$ cat src/rtl/rpn_operand_stack_pkg.sv
// Shared types and constants for the RPN operand stack.
// Opcodes, widths and the controller state encoding.
package rpn_operand_stack_pkg;

    localparam int WIDTH = 8;
    localparam int DEPTH = 8;

    localparam logic [3:0] FULL = 4'd8;

    localparam logic [2:0] OP_AND   = 3'b100;
    localparam logic [2:0] OP_OR    = 3'b101;
    localparam logic [2:0] OP_XOR   = 3'b110;
    localparam logic [2:0] OP_NOT   = 3'b111;
    localparam logic [2:0] UNARY_OP = 3'b111;

    typedef enum logic {
        IDLE = 1'b0,
        EXEC = 1'b1
    } state_t;

    // Operands consumed by an opcode: NOT takes one, all others two.
    function automatic logic [3:0] need_of(logic [2:0] op);
        return (op == UNARY_OP) ? 4'd1 : 4'd2;
    endfunction

endpackage

$ cat src/rtl/rpn_operand_stack_if.sv
// Operand/result bus between the stack and the ALU.
// master = stack side, slave = ALU side.
interface rpn_operand_stack_if;
    import rpn_operand_stack_pkg::*;

    logic [WIDTH-1:0] a;
    logic [WIDTH-1:0] b;
    logic [2:0]       sel;
    logic             alu_valid;
    logic [WIDTH-1:0] r;
    logic             r_valid;

    modport master (
        output a, b, sel, alu_valid,
        input  r, r_valid
    );

    modport slave (
        input  a, b, sel, alu_valid,
        output r, r_valid
    );

endinterface

$ cat src/rtl/rpn_operand_stack_decoder.sv
// 3-to-8 one-hot write strobe decoder.
// Each strobe enables one stack entry register.
module decoder_3to8 (
    input  logic       en,
    input  logic [2:0] ptr,
    output logic [7:0] stb
);

    // One strobe high for the addressed entry when enabled.
    always_comb begin
        stb = '0;
        if (en) begin
            stb[ptr] = 1'b1;
        end
    end

endmodule

$ cat src/rtl/rpn_operand_stack.sv
// Eight-entry operand stack feeding the RPN ALU.
// Pops operands for an op and pushes the result back.
module rpn_operand_stack
    import rpn_operand_stack_pkg::*;
(
    input  logic                 clk,
    input  logic                 rst_n,
    input  logic                 push,
    input  logic [WIDTH-1:0]     din,
    input  logic                 op_req,
    input  logic [2:0]           opsel,
    rpn_operand_stack_if.master  alu,
    output logic [WIDTH-1:0]     top,
    output logic [3:0]           count,
    output logic                 busy,
    output logic                 done,
    output logic                 err_under,
    output logic                 err_over
);

    state_t           state_q;
    state_t           state_d;
    logic [WIDTH-1:0] stk_q [DEPTH];
    logic [3:0]       cnt_q;
    logic [3:0]       cnt_d;
    logic [WIDTH-1:0] a_q;
    logic [WIDTH-1:0] b_q;
    logic [WIDTH-1:0] a_d;
    logic [WIDTH-1:0] b_d;
    logic [2:0]       sel_q;
    logic             ld_ops;
    logic             done_q;
    logic             done_d;
    logic             under_q;
    logic             under_d;
    logic             over_q;
    logic             over_d;
    logic             wr_en;
    logic [WIDTH-1:0] wr_data;
    logic [DEPTH-1:0] wr_stb;
    logic [2:0]       ptr_top;
    logic [2:0]       ptr_nxt;

    // Wraps correctly at COUNT=8 since only the low bits index.
    assign ptr_top = cnt_q[2:0] - 3'd1;
    assign ptr_nxt = cnt_q[2:0] - 3'd2;

    // Next-state, write request and operand fetch.
    always_comb begin
        state_d = state_q;
        cnt_d   = cnt_q;
        wr_en   = 1'b0;
        wr_data = din;
        ld_ops  = 1'b0;
        a_d     = a_q;
        b_d     = b_q;
        done_d  = 1'b0;
        under_d = 1'b0;
        over_d  = 1'b0;
        case (state_q)
            IDLE: begin
                if (op_req) begin
                    if (cnt_q < need_of(opsel)) begin
                        under_d = 1'b1;
                    end else begin
                        ld_ops  = 1'b1;
                        state_d = EXEC;
                        if (opsel == UNARY_OP) begin
                            a_d   = stk_q[ptr_top];
                            b_d   = '0;
                            cnt_d = cnt_q - 4'd1;
                        end else begin
                            a_d   = stk_q[ptr_nxt];
                            b_d   = stk_q[ptr_top];
                            cnt_d = cnt_q - 4'd2;
                        end
                    end
                end else if (push) begin
                    if (cnt_q == FULL) begin
                        over_d = 1'b1;
                    end else begin
                        wr_en = 1'b1;
                        cnt_d = cnt_q + 4'd1;
                    end
                end
            end
            EXEC: begin
                if (alu.r_valid) begin
                    wr_en   = 1'b1;
                    wr_data = alu.r;
                    cnt_d   = cnt_q + 4'd1;
                    done_d  = 1'b1;
                    state_d = IDLE;
                end
            end
            default: state_d = IDLE;
        endcase
    end

    decoder_3to8 u_dec (
        .en  (wr_en),
        .ptr (cnt_q[2:0]),
        .stb (wr_stb)
    );

    // Stack entries, each written only by its own strobe.
    always_ff @(posedge clk) begin
        if (!rst_n) begin
            for (int i = 0; i < DEPTH; i++) begin
                stk_q[i] <= '0;
            end
        end else begin
            for (int i = 0; i < DEPTH; i++) begin
                if (wr_stb[i]) begin
                    stk_q[i] <= wr_data;
                end
            end
        end
    end

    // Controller state, count, ALU operands and pulses.
    always_ff @(posedge clk) begin
        if (!rst_n) begin
            state_q <= IDLE;
            cnt_q   <= '0;
            a_q     <= '0;
            b_q     <= '0;
            sel_q   <= '0;
            done_q  <= 1'b0;
            under_q <= 1'b0;
            over_q  <= 1'b0;
        end else begin
            state_q <= state_d;
            cnt_q   <= cnt_d;
            done_q  <= done_d;
            under_q <= under_d;
            over_q  <= over_d;
            if (ld_ops) begin
                a_q   <= a_d;
                b_q   <= b_d;
                sel_q <= opsel;
            end
        end
    end

    assign alu.a         = a_q;
    assign alu.b         = b_q;
    assign alu.sel       = sel_q;
    assign alu.alu_valid = (state_q == EXEC);

    assign top       = (cnt_q == 4'd0) ? '0 : stk_q[ptr_top];
    assign count     = cnt_q;
    assign busy      = (state_q == EXEC);
    assign done      = done_q;
    assign err_under = under_q;
    assign err_over  = over_q;

endmodule

$ cat src/flat_wrapper.sv
// flat-port wrapper written by rule: the top's interface ports become plain ports
module rpn_operand_stack_flat import rpn_operand_stack_pkg::*;
  (clk, rst_n, push, din, op_req, opsel, top, count, busy, done, err_under, err_over, alu_a, alu_b, alu_sel, alu_alu_valid, alu_r, alu_r_valid);
  rpn_operand_stack_if alu_i ();
  input  logic clk;
  input  logic rst_n;
  input  logic push;
  input  logic [WIDTH-1:0] din;
  input  logic op_req;
  input  logic [2:0] opsel;
  output logic [WIDTH-1:0] top;
  output logic [3:0] count;
  output logic busy;
  output logic done;
  output logic err_under;
  output logic err_over;
  output wire logic [$bits(alu_i.a)-1:0] alu_a;
  output wire logic [$bits(alu_i.b)-1:0] alu_b;
  output wire logic [$bits(alu_i.sel)-1:0] alu_sel;
  output wire logic [$bits(alu_i.alu_valid)-1:0] alu_alu_valid;
  input wire logic [$bits(alu_i.r)-1:0] alu_r;
  input wire logic [$bits(alu_i.r_valid)-1:0] alu_r_valid;
  assign alu_a = alu_i.a;
  assign alu_b = alu_i.b;
  assign alu_sel = alu_i.sel;
  assign alu_alu_valid = alu_i.alu_valid;
  assign alu_i.r = alu_r;
  assign alu_i.r_valid = alu_r_valid;
  rpn_operand_stack u_core (.clk(clk), .rst_n(rst_n), .push(push), .din(din), .op_req(op_req), .opsel(opsel), .alu(alu_i), .top(top), .count(count), .busy(busy), .done(done), .err_under(err_under), .err_over(err_over));
endmodule
$ cat config.mk
export PLATFORM = sky130hd
export DESIGN_NAME = rpn_operand_stack_flat
export DESIGN_NICKNAME = d
export VERILOG_FILES = /design/src/rtl/rpn_operand_stack_pkg.sv /design/src/rtl/rpn_operand_stack_if.sv /design/src/rtl/rpn_operand_stack_decoder.sv /design/src/rtl/rpn_operand_stack.sv /design/src/flat_wrapper.sv
export SDC_FILE = /design/constraint.sdc
export NUM_CORES = 1
export LEC_CHECK = 0
export CAP_MARGIN = 15
export CORE_MARGIN = 4
export CORE_UTILIZATION = 60
export DETAILED_ROUTE_END_ITERATION = 10
export PLACE_DENSITY = 0.93
export RECOVER_POWER = 25
export SETUP_SLACK_MARGIN = 0.05
export SLEW_MARGIN = 20
export SYNTH_ARGS = -nofsm -noshare
export SYNTH_HDL_FRONTEND = slang
export SYNTH_SLANG_ARGS = --single-unit
$ cat constraint.sdc
create_clock -name clk -period 8.76 [get_ports clk]
set_input_delay 0.876 -clock clk [delete_from_list [all_inputs] [get_ports clk]]
set_output_delay 0.876 -clock clk [all_outputs]
set_load 0.1 [all_outputs]
Word-level counts from Yosys, hierarchy flattened
Memories as Yosys holds them, arrays and structs flattened.
Index checks and enable logic that the tools add are counted.
- bits in registers: 27
- bits in latches: 0
- bits in writable memories: 64
- bits in read-only memories: 0
- input port bits: 24
- output and inout bits: 36
- memories: 1
- memories (name ; depth ; width ; read ports ; clocked after memory_dff ; write ports ; RTL line ; text):
    u_core.stk_q ; 8 ; 8 ; 2 ; 0 ; 8 ; rpn_operand_stack.sv:23 ; logic [WIDTH-1:0] stk_q [DEPTH];
- $add $sub $neg: 5
- multiply operators: 0
- divide/modulo/power cells: 0
- order comparisons: 3
- equality and inequality tests: 6
- shifts and indexed selects: 0
- mux-type cells: 61
- bitwise logic cells: 13
- reduce and logical (&&, ||, !) cells: 7
- operators with widths (kind ; number):
    $mux 8 ; 14
    $mux 1 ; 36
    $mux 4 ; 6
    $ne 3x3->1 const B ; 3
    $or 1x1->1 ; 8
    $pmux 4 s2 ; 1
    $reduce_and 4->1 ; 2
    $not 1->1 ; 5
    $add 4x1->4 const B ; 1
    $eq 4x4->1 const B ; 1
    $logic_not 4->1 ; 1
    $lt 3x4->1 const B ; 1
    $lt 4x4->1 ; 1
    $pmux 1 s2 ; 2
    $reduce_or 4->1 ; 1
    $sub 4x1->4 const B ; 1
    $sub 4x2->4 const B ; 1
    $demux 1 s3 ; 1
    $eq 3x3->1 const B ; 1
    $ge 3x1->1 const B ; 1
    $reduce_or 3->1 ; 1
    $sub 3x1->3 const B ; 1
    $sub 3x2->3 const B ; 1
    $mux 2 ; 1
    other kinds (3) ; 3

Logic depth before layout (Yosys ltp)
Gate-level depths: netlist of run 1.
- depth in word-level cells: 10
- gate-level depth with buffers: 10
- mapped depth without buffers: 6

By module
From an unflattened synthesis of run 1, not the netlist that was laid out.
- cell total of the unflattened synthesis: 407
- area, all modules: 4989.8 um^2
- modules (own cells, without submodules) (module ; instances ; cells each ; area an instance (um^2)):
    rpn_operand_stack ; 1 ; 399 ; 4894.7
    decoder_3to8 ; 1 ; 8 ; 95.1

Worst setup path before layout of run 1
No wires, ideal clock.
- path kind: reg2out
- start: reg u_core.cnt_q[1] (netlist: u_core.count[1])
- end: out top[1]
- arrival: 4.326 ns
- setup slack: 3.558 ns
- cell stages (with the launch flop): 10
- path buffers: 4
- path through: dfxtp_1 > buf_2 > buf_1 > inv_1 > ha_1 > buf_4 > buf_4 > mux2i_1 > mux4_2 > nor2_1
- longest elaborated chain between the ends: 3
- elaborated cells between the ends (all ways): 4
- those cells by class: add/sub (1); mux (1); reduce/logical (1); memory (1)
- ends and longest elaborated chain (element ; RTL line ; text):
    from (decl) ; rpn_operand_stack.sv:24 ; logic [3:0] cnt_q;
    from (signal assigned) ; rpn_operand_stack.sv:134 ; cnt_q <= cnt_d;
    $sub 3x1->3 ; rpn_operand_stack.sv:45 ; assign ptr_top = cnt_q[2:0] - 3'd1;
    $mem_v2 8x8 ; - ;
    $mux 8 * ; rpn_operand_stack.sv:151 ; assign top = (cnt_q == 4'd0) ? '0 : stk_q[ptr_top];
    to (decl) ; flat_wrapper.sv:11 ; output logic [WIDTH-1:0] top;
Every way passes the cells marked *; elsewhere a longest branch is shown, timed or not.

Worst setup path in the final report of run 1
- start: reg u_core.cnt_q[1] (netlist: u_core.count[1])
- end: out top[3]
The elaborated chain is that of the path after synthesis.

==> impl_metrics.tcl, run 1 <==
set metrics [dict create \
    synth_edf_count 64 \
    wl_um 10600 \
    fill_cells 495 \
    rsz0062_at_grt "no" \
    utilization_pct 71.7 \
    ys_async_sr_fraction_pct 0 \
    min_period_over_period_pct 60.6 \
    synth.top_cell.area_share_pct 40.7 \
    hold_viol 0 \
    cts_tree "built" \
    yosys_warnings 0 \
    cts_buffers 9 \
    antenna_found_initial 0 \
    firstDrtPassIters 5 \
    vias 3331 \
    worstSkewPairLatency_ns 0.37 \
    gr-total-overflow 0 \
    syn_nets 408 \
    setup_violations 0 \
    stdcell_count 532 \
    ios 60 \
    hpwl_um 7870 \
    dp_cells 516 \
    endpoint_kind "primary output" \
    drc 0 \
    finalPower_mw 1.99 \
    placed_area_um2 5330 \
    grt_usage_pct 23.3 \
    die_area_um2 9360 \
    crit_path_start_kind "register" \
    cts.sinks 91 \
    diodes 0 \
    worst_slack_ns 3.45 \
    fin_setup_tns_ns 0 \
    via_per_inst 6.26 \
    area_growth_pct 16.7 \
    avgRoutedWirePerCell_um 19.8 \
    htree_levels 3 \
    root_buffer "clkbuf_8" \
    relSlewSlack_pct -5.38 \
    grt_pass1_wl_um 17300 \
    die_height_um 96.7 \
    ys_seq_area_share_pct 52.1 \
    cts_setup_buffers 0 \
    yosysMostFrequentCell "nor2_1" \
    grt_pass1_vias 3219 \
    ir_drop_uv 160 \
    std_cell_rows 32 \
    grt_max_degree 34 \
    cts_resized 0 \
    outcome "complete, but fails checks" \
    crit_required_ns 7.88 \
    design_area_um2 5510 \
    postRouteAntennaNets 0 \
    fmax_mhz 188 \
    ctsHoldBuffers 0 \
    drive_above_1_share_pct 14.4 \
    yosys_most_used_dff "edfxtp_1" \
    period_minus_slack_ns 5.31 \
    clkTransAtPathRegs_ns 0.10 \
    coreArea_um2 7690 \
    synth_seq_cells 91 \
    power.leakage_nw 2.08 \
    violations "capacitance limit, slew limit" \
    clock-skew-final_ns 0.00975 \
    hold_ws_ns 0.493 \
    gp_congestion 0.833 \
    yosysTopAreaCell "edfxtp_1" \
    netlist_instances 377 \
    slew_viol_final 34 \
    syn_area_um2 4720 \
    cts_buffer_depth 2 \
    io_buffers 59 \
    crit_fanout 33 \
    crit_arrival_ns 4.43 \
    first_iter_violations 306 \
    post-place-ws_ns 3.92 \
    hp-class "register to register" \
    synth_area_per_cell_um2 12.5 \
    worst_pin_slew_ns 1.58 \
    die_w_um 96.7 \
    synth_cell_types 45 \
    start_util_pct 61.4 \
    synth_area_leaders "edfxtp_1, mux4_2, dfxtp_1" \
    p_per_area_nw_per_um2 360 \
    drv_cap 1 \
    fin_nets 456 \
    path_class "register to primary output" \
    synth.cells.most_frequent "nor2_1, edfxtp_1, mux2i_1" \
]
state kept, by name, indices dropped and copies added (netlist names):
register / cells
u_core.alu.sel: 3
u_core.count: 4
u_core.err_under: 1
u_core.alu.b: 8
u_core.err_over: 1
u_core.done: 1
u_core.alu.a: 8
u_core.stk_q: 64
u_core.alu.alu_valid: 1
cell usage in the layout (no fill, tap or decap), drive strengths merged, types with 2 or more instances in the layout:
master         count
a21oi              3
a22oi              2
a2bb2oi            8
and2               2
and3               2
buf                2
clkbuf            10
clkdlybuf4s50     35
clkinvlp           2
dfxtp             27
dlygate4sd3       24
edfxtp            64
ha                 7
inv               18
mux2               8
mux2i             42
mux4              25
nand2             22
nand2b             3
nand3             20
nand4              2
nor2              70
nor3               2
o21ai              2
o221ai             7
o41ai              2
or3                3
worst paths after layout:
kind | from | to | slack, ns | cells after the start
setup / recovery | u_core.count[1]$_SDFFE_PN0P_ | top[3] | 3.45 | 7
hold / removal | u_core.alu.b[3]$_SDFFE_PN0P_ | u_core.alu.b[3]$_SDFFE_PN0P_ | 0.49 | 2
setup reg to reg | u_core.count[1]$_SDFFE_PN0P_ | u_core.stk_q[5][3]$_SDFFCE_PN0P_ | 5.19 | 6
hold reg to reg | u_core.alu.b[3]$_SDFFE_PN0P_ | u_core.alu.b[3]$_SDFFE_PN0P_ | 0.49 | 2
critical path, cell delays in order (launching register included):
cell	delay (ns)
dfxtp_1	0.99
inv_1	0.29
ha_1	0.38
buf_4	0.43
mux2i_1	0.16
mux4_2	0.53
nor2_1	0.11
clkdlybuf4s50_1	1.14
metal layers:
layer	wire length, um	track usage, %
met5	0	0
met1	4300	32.0
met3	910	3.46
met2	5160	37.8
met4	189	8.42
power by group:
part | internal, mW | switching [mW] | total, mW
Sequential | 0.523 | 0.0545 | 0.577
Clock | 0.111 | 0.166 | 0.277
Combinational | 0.371 | 0.763 | 1.13
cell type report:
class / instances / area [um^2] / area share, %
clock buffers: 9 / 124 / 2.25
clock inverters: 7 / 66.3 / 1.20
inverters: 14 / 52.6 / 0.953
multi-input cells: 247 / 2070 / 37.6
flip-flops and latches: 91 / 2460 / 44.7
well taps: 102 / 128 / 2.31
repair buffers: 62 / 609 / 11.1
cells by family after synthesis:
logic type                 synth area share (%)
and+or+nand+nor                            12.7
DFF                                        52.1
muxes                                      22.7
buffers and inverters                      4.00
AOI/OAI and AO/OA                          6.25
adders and majority gates                  1.85
xor gates and xnor gates                  0.344
(Power assumes the default switching activity.)
==> inputs of run 2 (changes only) <==
Settings changed: CORE_UTILIZATION 60 to 56, PLACE_DENSITY 0.93 to 0.89.
Clock period 8.76 ns to 5.4 ns, I/O delays scaled along.
==> impl_metrics.tcl, run 2 (synthesized netlist as in run 1, its figures left out) <==
set metrics [dict create \
    min_period_over_period_pct 76.3 \
    postRouteAntennaNets 0 \
    fin_nets 457 \
    ctsHoldBuffers 0 \
    vias 3347 \
    hold_ws_ns 0.478 \
    cts_resized 0 \
    worst_pin_slew_ns 1.59 \
    cts_setup_buffers 0 \
    cts_buffer_depth 2 \
    root_buffer "clkbuf_8" \
    die_area_um2 9970 \
    crit_fanout 33 \
    hpwl_um 8160 \
    power.leakage_nw 2.13 \
    first_iter_violations 260 \
    crit_path_start_kind "register" \
    std_cell_rows 33 \
    hold_viol 0 \
    p_per_area_nw_per_um2 598 \
    io_buffers 59 \
    die_w_um 99.8 \
    slew_viol_final 34 \
    largest-register "u_core.stk_q" \
    gp_congestion 0.797 \
    cts_tree "built" \
    antenna_found_initial 0 \
    cts.sinks 91 \
    wl_um 10900 \
    grt_usage_pct 22.9 \
    ios 60 \
    layout_commonest_cell "nor2_1" \
    period_minus_slack_ns 4.12 \
    violations "capacitance limit, slew limit" \
    path_class "register to primary output" \
    setup_violations 0 \
    clock-skew-final_ns 0.0135 \
    fin_setup_tns_ns 0 \
    start_util_pct 57.5 \
    outcome "complete, but fails checks" \
    grt_pass1_wl_um 17600 \
    htree_levels 3 \
    r2r_slack_ns 1.84 \
    mostFrequentLayoutCells "nor2_1, edfxtp_1, mux2i_1" \
    drv_cap 1 \
    die_height_um 99.8 \
    worstSkewPairLatency_ns 0.38 \
    fmax_mhz 243 \
    hp-class "register to register" \
    clkTransAtPathRegs_ns 0.10 \
    rsz0062_at_grt "no" \
    crit_required_ns 4.86 \
    finalPower_mw 3.36 \
    via_per_inst 6.24 \
    cts_buffers 9 \
    fill_cells 577 \
    area_growth_pct 18.9 \
    endpoint_kind "primary output" \
    relSlewSlack_pct -6.32 \
    firstDrtPassIters 4 \
    avgRoutedWirePerCell_um 20.3 \
    drive_above_1_share_pct 16.2 \
    largest_reg_flops 64 \
    ir_drop_uv 286 \
    coreArea_um2 8220 \
    crit_arrival_ns 3.58 \
    diodes 0 \
    grt_pass1_vias 3302 \
    gr-total-overflow 0 \
    grt_max_degree 34 \
    drc 0 \
]
-- run 2: cell count changes in the layout (fill, tap and decap cells not counted) --
cell             change
clkdlybuf4s50_1      -9
clkinvlp_4           -2
clkinv_4             +2
inv_8                -2
clkbuf_1             +1
buf_12               +8
clkinv_8             +2
dlygate4sd3_1        +1
-- run 2: critical path, stage by stage (launching register included) --
cell and delay [ns]:
dfxtp_1 0.98, inv_1 0.30, ha_1 0.37, buf_4 0.43
mux2i_1 0.19, mux4_2 0.52, nor2_1 0.19, buf_12 0.20
-- run 2: area by class of cell --
type	count	area [um^2]	share of cell area, %
Timing Repair Buffer	63	693	12.3
Multi-Input combinational cell	247	2070	36.9
Tap cell	105	131	2.34
Clock buffer	9	124	2.21
Sequential cell	91	2460	43.9
Inverter	14	52.6	0.936
Clock inverter	7	78.8	1.40
-- run 2: layer usage --
layer	part of all wire (%)	up-vias	GRT usage, %
li1	-	1506	-
met1	41	1621	31.1
met2	48	195	38.2
met3	8.9	25	3.41
met4	1.9	0	7.35
met5	0	-	0
-- run 2: path summary, 6_finish.rpt --
check / to / from / cells past startpoint
worst max register to register: u_core.stk_q[2][0]$_SDFFCE_PN0P_ / u_core.count[1]$_SDFFE_PN0P_ / 6
worst max-delay path: top[5] / u_core.count[1]$_SDFFE_PN0P_ / 7
worst min register to register: u_core.alu.a[6]$_SDFFE_PN0P_ / u_core.alu.a[6]$_SDFFE_PN0P_ / 2
worst min-delay path: u_core.alu.a[6]$_SDFFE_PN0P_ / u_core.alu.a[6]$_SDFFE_PN0P_ / 2
-- run 2: per-stage QoR --
step	utilization (%)	instances	instance area [um^2]	setup WS (ns)
3_3_place_gp	66.0	520	5420	1.89
2_1_floorplan	-	377	4720	0.534
6_report	68.3	536	5610	1.28
3_5_place_dp	66.0	520	5420	1.75
4_1_cts	68.4	536	5620	1.33
5_1_grt	68.3	536	5610	1.14
-- run 2: report_power, final --
| part | internal [mW] | switching [mW] |
|---|---|---|
| clock | 0.183 | 0.279 |
| combinational | 0.692 | 1.27 |
| sequential | 0.848 | 0.0880 |
==> inputs of run 3 (changes only) <==
Clock period 5.4 ns to 4.15 ns, I/O delays scaled along.
==> impl_metrics.tcl, run 3 (synthesized netlist as in run 1, its figures left out) <==
set metrics [dict create \
    worst_pin_slew_ns 1.64 \
    largest_reg_flops 64 \
    die_height_um 99.8 \
    setup_violations 0 \
    mostFrequentLayoutCells "edfxtp_1, nor2_1, mux2i_1" \
    grt_pass1_wl_um 17500 \
    cts_setup_buffers 0 \
    ir_drop_uv 377 \
    clock-skew-final_ns 0.00975 \
    slew_viol_final 34 \
    vias 3329 \
    violations "capacitance limit, slew limit" \
    rsz0062_at_grt "no" \
    gp_congestion 0.862 \
    grt_max_degree 34 \
    first_iter_violations 251 \
    via_per_inst 6.20 \
    ctsHoldBuffers 0 \
    r2r_slack_ns 1.01 \
    crit_path_start_kind "primary input" \
    relSlewSlack_pct -9.64 \
    crit_required_ns 4.43 \
    worstSkewPairLatency_ns 0.37 \
    min_period_over_period_pct 89.7 \
    fin_setup_tns_ns 0 \
    antenna_found_initial 0 \
    finalPower_mw 4.45 \
    gr-total-overflow 0 \
    cts_resized 0 \
    grt_pass1_vias 3235 \
    avgRoutedWirePerCell_um 20.5 \
    period_minus_slack_ns 3.72 \
    outcome "complete, but fails checks" \
    fin_nets 458 \
    fill_cells 550 \
    largest-register "u_core.stk_q" \
    layout_commonest_cell "edfxtp_1" \
    cts_buffers 9 \
    htree_levels 3 \
    drive_above_1_share_pct 19.2 \
    crit_arrival_ns 4.00 \
    die_w_um 99.8 \
    hp-class "register to register" \
    fmax_mhz 269 \
    diodes 0 \
    wl_um 11000 \
    root_buffer "clkbuf_8" \
    path_class "primary input to register" \
    coreArea_um2 8220 \
    start_util_pct 57.5 \
    endpoint_kind "register" \
    io_buffers 59 \
    p_per_area_nw_per_um2 786 \
    firstDrtPassIters 5 \
    power.leakage_nw 2.14 \
    area_growth_pct 19.9 \
    grt_usage_pct 22.8 \
    cts.sinks 91 \
    hpwl_um 8180 \
    die_area_um2 9970 \
    cts_tree "built" \
    clkTransAtPathRegs_ns 0.10 \
    crit_fanout 33 \
    drc 0 \
    hold_viol 0 \
    ios 60 \
    std_cell_rows 33 \
    drv_cap 1 \
    cts_buffer_depth 2 \
    postRouteAntennaNets 0 \
]
==> run 3: changes by cell type in the layout (fill, tap and decap cells not counted), moves of 2 or more <==
cell / before / now
nor2_1: 70 / 62
nor2_2: 0 / 6
buf_4: 2 / 5
dlygate4sd3_1: 25 / 23
inv_6: 2 / 0
nor2_4: 0 / 2
==> run 3: where the power goes <==
group | internal, mW | leakage (nW) | switching [mW]
clock network | 0.239 | 0.103 | 0.368
logic | 0.930 | 1.16 | 1.69
registers | 1.10 | 0.881 | 0.115
total | 2.27 | 2.14 | 2.18
==> run 3: stage by stage <==
step | setup WS, ns | std cells | area (um^2) | hold slack [ns] | utilization, %
after floorplan | 0.126 | 377 | 4750 | 0.559 | -
after global routing | 0.308 | 537 | 5660 | 0.524 | 68.9
final | 0.428 | 537 | 5660 | 0.482 | 68.9
after CTS | 0.629 | 537 | 5670 | 0.481 | 69.0
after detailed placement | 1.02 | 521 | 5460 | 0.465 | 66.5
after global placement | 1.18 | 521 | 5460 | 0.464 | 66.5
==> run 3: worst paths after layout <==
check | end | start | cells after the start
max | u_core.alu.a[4]$_SDFFE_PN0P_ | rst_n | 5
min | u_core.alu.a[6]$_SDFFE_PN0P_ | u_core.alu.a[6]$_SDFFE_PN0P_ | 2
max reg2reg | u_core.stk_q[4][6]$_SDFFCE_PN0P_ | u_core.count[1]$_SDFFE_PN0P_ | 6
min reg2reg | u_core.alu.a[6]$_SDFFE_PN0P_ | u_core.alu.a[6]$_SDFFE_PN0P_ | 2
==> run 3: metal layers <==
layer | global-route usage, % | vias to the layer above | routed length, um
met3 | 3.82 | 11 | 1000
met2 | 38.2 | 199 | 5460
met5 | 0 | - | 0
li1 | - | 1508 | -
met1 | 31.1 | 1611 | 4390
met4 | 5.99 | 0 | 123
==> run 3: final cells by class <==
class	instances	area [um^2]	area share [%]
timing repair buffer	64	702	12.4
clock inverter	7	81.3	1.44
inverter	14	52.6	0.928
tap	105	131	2.32
clock buffer	9	124	2.19
sequential	91	2460	43.5
multi-input combinational	247	2110	37.2
==> run 3: worst max-delay path, cell delays in order <==
cell           delay [ns]
dlygate4sd3_1        0.52
clkbuf_1             1.18
clkinv_1             0.94
or3_1                0.71
o221ai_1             0.22
